File: config.mk
export PLATFORM = sky130hd
export DESIGN_NAME = id_ex_pipe_reg
export DESIGN_NICKNAME = d
export VERILOG_FILES = /design/src/rtl/id_ex_pipe_reg.sv
export SDC_FILE = /design/constraint.sdc
export NUM_CORES = 1
export LEC_CHECK = 0
export ABC_AREA = 1
export ABC_CLOCK_PERIOD_IN_PS = 800
export BUFFER_PORTS_ARGS = -buffer_cell sky130_fd_sc_hd__buf_2
export CORE_MARGIN = 4
export CORE_UTILIZATION = 36
export CTS_CLUSTER_DIAMETER = 200
export DETAILED_ROUTE_END_ITERATION = 8
export GPL_TIMING_DRIVEN = 1
export PLACE_DENSITY = 0.66
export SYNTH_ARGS = -nofsm -noshare
export SYNTH_HDL_FRONTEND = slang
export SYNTH_SLANG_ARGS = --single-unit
File: constraint.sdc
create_clock -name clk -period 0.8 [get_ports clk]
set_input_delay 0.08 -clock clk [delete_from_list [all_inputs] [get_ports clk]]
set_output_delay 0.08 -clock clk [all_outputs]
set_load 0.05 [all_outputs]
File: src/rtl/id_ex_pipe_reg.sv
// ID/EX pipeline register with stall (hold) and flush (bubble) support.
// Optional stall/bubble performance counters are enabled by defining ID_EX_PERF_COUNT_EN.
module id_ex_pipe_reg #(
  parameter int unsigned DATA_W  = 32,
  parameter int unsigned REG_AW  = 5,
  parameter int unsigned ALUOP_W = 4,
  parameter int unsigned CNT_W   = 32
) (
  input  logic               clk,
  input  logic               rst_n,
  input  logic               stall,
  input  logic               flush,
  input  logic               id_valid,
  input  logic [DATA_W-1:0]  id_pc_plus4,
  input  logic [DATA_W-1:0]  id_rs_data,
  input  logic [DATA_W-1:0]  id_rt_data,
  input  logic [DATA_W-1:0]  id_imm_ext,
  input  logic [REG_AW-1:0]  id_rs,
  input  logic [REG_AW-1:0]  id_rt,
  input  logic [REG_AW-1:0]  id_rd,
  input  logic               id_reg_write,
  input  logic               id_mem_to_reg,
  input  logic               id_mem_read,
  input  logic               id_mem_write,
  input  logic               id_alu_src,
  input  logic               id_reg_dst,
  input  logic               id_branch,
  input  logic [ALUOP_W-1:0] id_alu_op,
  output logic               ex_valid,
  output logic [DATA_W-1:0]  ex_pc_plus4,
  output logic [DATA_W-1:0]  ex_rs_data,
  output logic [DATA_W-1:0]  ex_rt_data,
  output logic [DATA_W-1:0]  ex_imm_ext,
  output logic [REG_AW-1:0]  ex_rs,
  output logic [REG_AW-1:0]  ex_rt,
  output logic [REG_AW-1:0]  ex_rd,
  output logic               ex_reg_write,
  output logic               ex_mem_to_reg,
  output logic               ex_mem_read,
  output logic               ex_mem_write,
  output logic               ex_alu_src,
  output logic               ex_reg_dst,
  output logic               ex_branch,
  output logic [ALUOP_W-1:0] ex_alu_op
`ifdef ID_EX_PERF_COUNT_EN
  ,
  output logic [CNT_W-1:0]   stall_cnt,
  output logic [CNT_W-1:0]   bubble_cnt
`endif
);

  localparam int unsigned CtrlW = 7 + ALUOP_W;

  logic [CtrlW-1:0] ctrl_in;
  logic [CtrlW-1:0] ctrl_gated;

  // An invalid ID slot must never carry live control bits into EX.
  always_comb begin
    ctrl_in    = {id_reg_write, id_mem_to_reg, id_mem_read, id_mem_write,
                  id_alu_src, id_reg_dst, id_branch, id_alu_op};
    ctrl_gated = id_valid ? ctrl_in : '0;
  end

  always_ff @(posedge clk or negedge rst_n) begin
    if (!rst_n) begin
      ex_valid      <= 1'b0;
      ex_pc_plus4   <= '0;
      ex_rs_data    <= '0;
      ex_rt_data    <= '0;
      ex_imm_ext    <= '0;
      ex_rs         <= '0;
      ex_rt         <= '0;
      ex_rd         <= '0;
      {ex_reg_write, ex_mem_to_reg, ex_mem_read, ex_mem_write,
       ex_alu_src, ex_reg_dst, ex_branch, ex_alu_op} <= '0;
    end else if (flush) begin
      ex_valid      <= 1'b0;
      ex_pc_plus4   <= '0;
      ex_rs_data    <= '0;
      ex_rt_data    <= '0;
      ex_imm_ext    <= '0;
      ex_rs         <= '0;
      ex_rt         <= '0;
      ex_rd         <= '0;
      {ex_reg_write, ex_mem_to_reg, ex_mem_read, ex_mem_write,
       ex_alu_src, ex_reg_dst, ex_branch, ex_alu_op} <= '0;
    end else if (!stall) begin
      ex_valid      <= id_valid;
      ex_pc_plus4   <= id_pc_plus4;
      ex_rs_data    <= id_rs_data;
      ex_rt_data    <= id_rt_data;
      ex_imm_ext    <= id_imm_ext;
      ex_rs         <= id_rs;
      ex_rt         <= id_rt;
      ex_rd         <= id_rd;
      {ex_reg_write, ex_mem_to_reg, ex_mem_read, ex_mem_write,
       ex_alu_src, ex_reg_dst, ex_branch, ex_alu_op} <= ctrl_gated;
    end
  end

`ifdef ID_EX_PERF_COUNT_EN
  logic stall_evt;
  logic bubble_evt;

  always_comb begin
    stall_evt  = stall && !flush;
    bubble_evt = flush || (!stall && !id_valid);
  end

  // Both counters saturate at all-ones rather than wrapping.
  always_ff @(posedge clk or negedge rst_n) begin
    if (!rst_n) begin
      stall_cnt  <= '0;
      bubble_cnt <= '0;
    end else begin
      if (stall_evt && (stall_cnt != '1)) begin
        stall_cnt <= stall_cnt + CNT_W'(1);
      end
      if (bubble_evt && (bubble_cnt != '1)) begin
        bubble_cnt <= bubble_cnt + CNT_W'(1);
      end
    end
  end
`endif

endmodule

==> flow_summary_export.csv <==
group,metric,value,unit
status,status,"finished, violations left",
status,violations,"setup timing",
sta,min_period,1.10,ns
power_and_ir_drop,switching_share,0.288,
global_routing,grt_use_total,0.248,
clock_tree,cts_made_buffers,17,
worst_setup_path,crit_slowest_cell,"dfrtp_2",
worst_setup_path,cp_cell_sequence,"buf_8",
power_and_ir_drop,leakagePower,6.00,nW
logic_synthesis,ys_types,10,
clock_tree,cts_sinks,155,
detailed_routing,drtPass1Iterations,5,
logic_synthesis,ys_ff_latch,155,
logic_synthesis,syn-num-nets,817,
sta,relSlewSlack,0.816,
clock_tree,clk_latency,0.42,ns
logic_synthesis,ys.flop_type,"dfrtp_1",
logic_synthesis,yosys.area.top_type,"dfrtp_1",
power_and_ir_drop,p_clk_frac,0.370,
clock_tree,ctsRootBufferMaster,"clkbuf_16",
sta,slew_violations,0,
place,hpwl,12900,um
clock_tree,cts-htree-levels,4,
power_and_ir_drop,power_per_cell_area,1880,nW/um2
clock_tree,clk_path_buf_depth,2,
worst_setup_path,r2r_start,"ex_rt_data[21]",
worst_setup_path,r2r_cells,3,
power_and_ir_drop,p_sw,6.20,mW
worst_setup_path,cp.arrival,1.02,ns
die,dieWidth,136,um
power_and_ir_drop,internal_power,15.4,mW
sta,rsz0062_at_grt,"true",
die,die-area,18400,um2
sta,setup_ws,-0.295,ns
detailed_routing,wl_per_cell,16.7,um
logic_synthesis,syn_area_per_cell,8.93,um2
detailed_routing,vias_per_cell,4.63,
layout,drive_gt1_frac,0.477,
place,routabilityCongestion,0.788,
worst_setup_path,critical-path-top-delay-family,"flip-flops",
sta,setup_viol,158,
sta,fin_setup_tns,-41.35,ns
global_routing,grt_pass1_wl,35500,um
logic_synthesis,netlist_instances,658,
die,start_util,0.368,
die,chipHeight,136,um
logic_synthesis,async_flop_share,1.00,
global_routing,antenna_found_initial,3,
worst_setup_path,reg2reg_slack,-0.01,ns
logic_synthesis,yosysWarnings,0,
sta,fmax,913,MHz
sta,worst_hold_slack,0.0440,ns
logic_synthesis,synth_top_area_frac,0.660,
global_routing,overflow,0,
detailed_routing,drt-total-wl,23200,um
hold_path,holdPathEnd,"ex_branch",
worst_setup_path,reg2reg_to,"ex_rt_data[21]",
global_routing,grt_max_degree,39,
logic_synthesis,netlist_area,5870,um2
worst_setup_path,critical-path-max-stage-delay,0.43,ns
detailed_routing,drc,0,
hold_path,hold_path_class,"in -> reg",
worst_setup_path,setup.worst_path.start_class,"flop",
worst_setup_path,worst-path-buf-inv,1,
detailed_routing,drtIter0Drc,394,
global_routing,grt_pass1_vias,7014,
detailed_routing,ant_nets,0,
die,row_count,46,
logic_synthesis,ys_seq_area_frac,0.660,
clock_tree,tritoncts,"yes",
die,core_area,15900,um2
power_and_ir_drop,sequentialPowerShare,0.404,
power_and_ir_drop,combPwrFrac,0.226,
worst_setup_path,path_class,"reg -> out",
sta,finalHoldViolCount,0,
logic_synthesis,synth_commonest_cells,"454 x nand2_1, 155 x dfrtp_1, 17 x buf_4",
logic_synthesis,synth_edf_count,0,
layout,area_growth,95.7,%
sta,period_share,1.37,
flow_run,maxCapViolations,0,
sta,clock_skew,0,ns
hold_path,hold_depth,3,
worst_setup_path,cp.depth,1,
worst_setup_path,end_kind,"primary output",
logic_synthesis,yosysMostFrequentCell,"nand2_1",
sta,worst_pin_slew,0.276,ns
worst_setup_path,cp_data_required_time,0.72,ns
hold_path,min_from,"id_valid",
clock_tree,clkSlewWorstSetupHoldPaths,0.06,ns
detailed_routing,vias,6460,
power_and_ir_drop,peakVddDrop,1360,uV
die,num_io_pins,314,
logic_synthesis,synth_top_cells_by_area,"dfrtp_1 66%, nand2_1 29%, buf_4 2.2%, buf_2 1.3%, nand3_1 0.94%",
place,io_buffers,313,
layout,fin_nets,1324,
worst_setup_path,crit_fanout,2,
-- layer usage --
layer	global-route usage	part of all wire	wire (um)
met3	0.0665	0.071	1660
met5	0	0	0
met4	0.155	0.058	1340
met1	0.255	0.34	7890
met2	0.445	0.53	12300
-- timing repair --
action,4_1_cts,5_1_grt
hold buffers,155,0
gates cloned,0,0
endpoints found under the hold margin,309,0
buffers inserted,4,17
setup endpoints to repair,155,158
resized for setup,314,23
pin swaps,0,2
-- how the worst max path moves through the flow --
stage	startpoint	to	slack [ns]
after floorplan	ex_alu_op[0]	ex_alu_op[0]	0.05
after detailed placement	stall	ex_rt_data[25]	-0.16
after global routing	ex_rs_data[24]	ex_rs_data[24]	-0.32
final	ex_rs_data[24]	ex_rs_data[24]	-0.30
after global placement	stall	ex_rt_data[25]	-0.14
after CTS	ex_pc_plus4[11]	ex_pc_plus4[11]	-0.30
-- power by group through the flow --
stage,Combinational [mW],Sequential (mW),Clock (mW)
after detailed placement,3.54,8.69,0
after global placement,3.51,8.69,0
after floorplan,0.595,10.2,0
final,4.88,8.71,7.97
after CTS,4.69,8.67,8.09
after global routing,5.14,8.75,8.48
-- cell families after synthesis --
family                 count (synthesis)  synth area share
AND/OR/NAND/NOR                      467             0.301
flip-flops                           155             0.660
buffers and inverters                 36            0.0383
-- worst min-delay path, cell delays in order --
cell     delay, ns
buf_2         0.19
nand3_1       0.11
nand2_1       0.04
-- area by class of cell --
cell class | instances | area, um2
tap | 216 | 270
clock inverter | 8 | 121
fill | 1035 | 4450
multi-input combinational | 467 | 1810
clock buffer | 21 | 450
timing repair buffer | 523 | 4760
antenna | 3 | 7.51
inverter | 1 | 3.75
sequential | 155 | 4070
-- placed cells by master, fill, tap and decap left out, types with 11 or more instances in the layout --
master,synthesis,routed
nand3_1,11,11
buf_6,0,139
dfrtp_2,0,155
clkbuf_16,0,17
dlygate4sd3_1,0,155
nand2_1,454,445
buf_4,17,40
buf_12,0,15
buf_8,0,17
buf_2,15,157
-- through the flow --
step / setup WS (ns) / total power [mW] / utilization / instance area, um2 / std cells
2_1_floorplan: 0.0452 / 10.8 / - / 6070 / 658
3_3_place_gp: -0.136 / 12.2 / 0.511 / 8140 / 1186
6_report: -0.295 / 21.6 / 0.721 / 11500 / 1394
5_1_grt: -0.322 / 22.4 / 0.721 / 11500 / 1394
4_1_cts: -0.298 / 21.5 / 0.708 / 11300 / 1374
3_5_place_dp: -0.164 / 12.2 / 0.511 / 8140 / 1186
No activity file was read; power rests on OpenSTA's default activity.
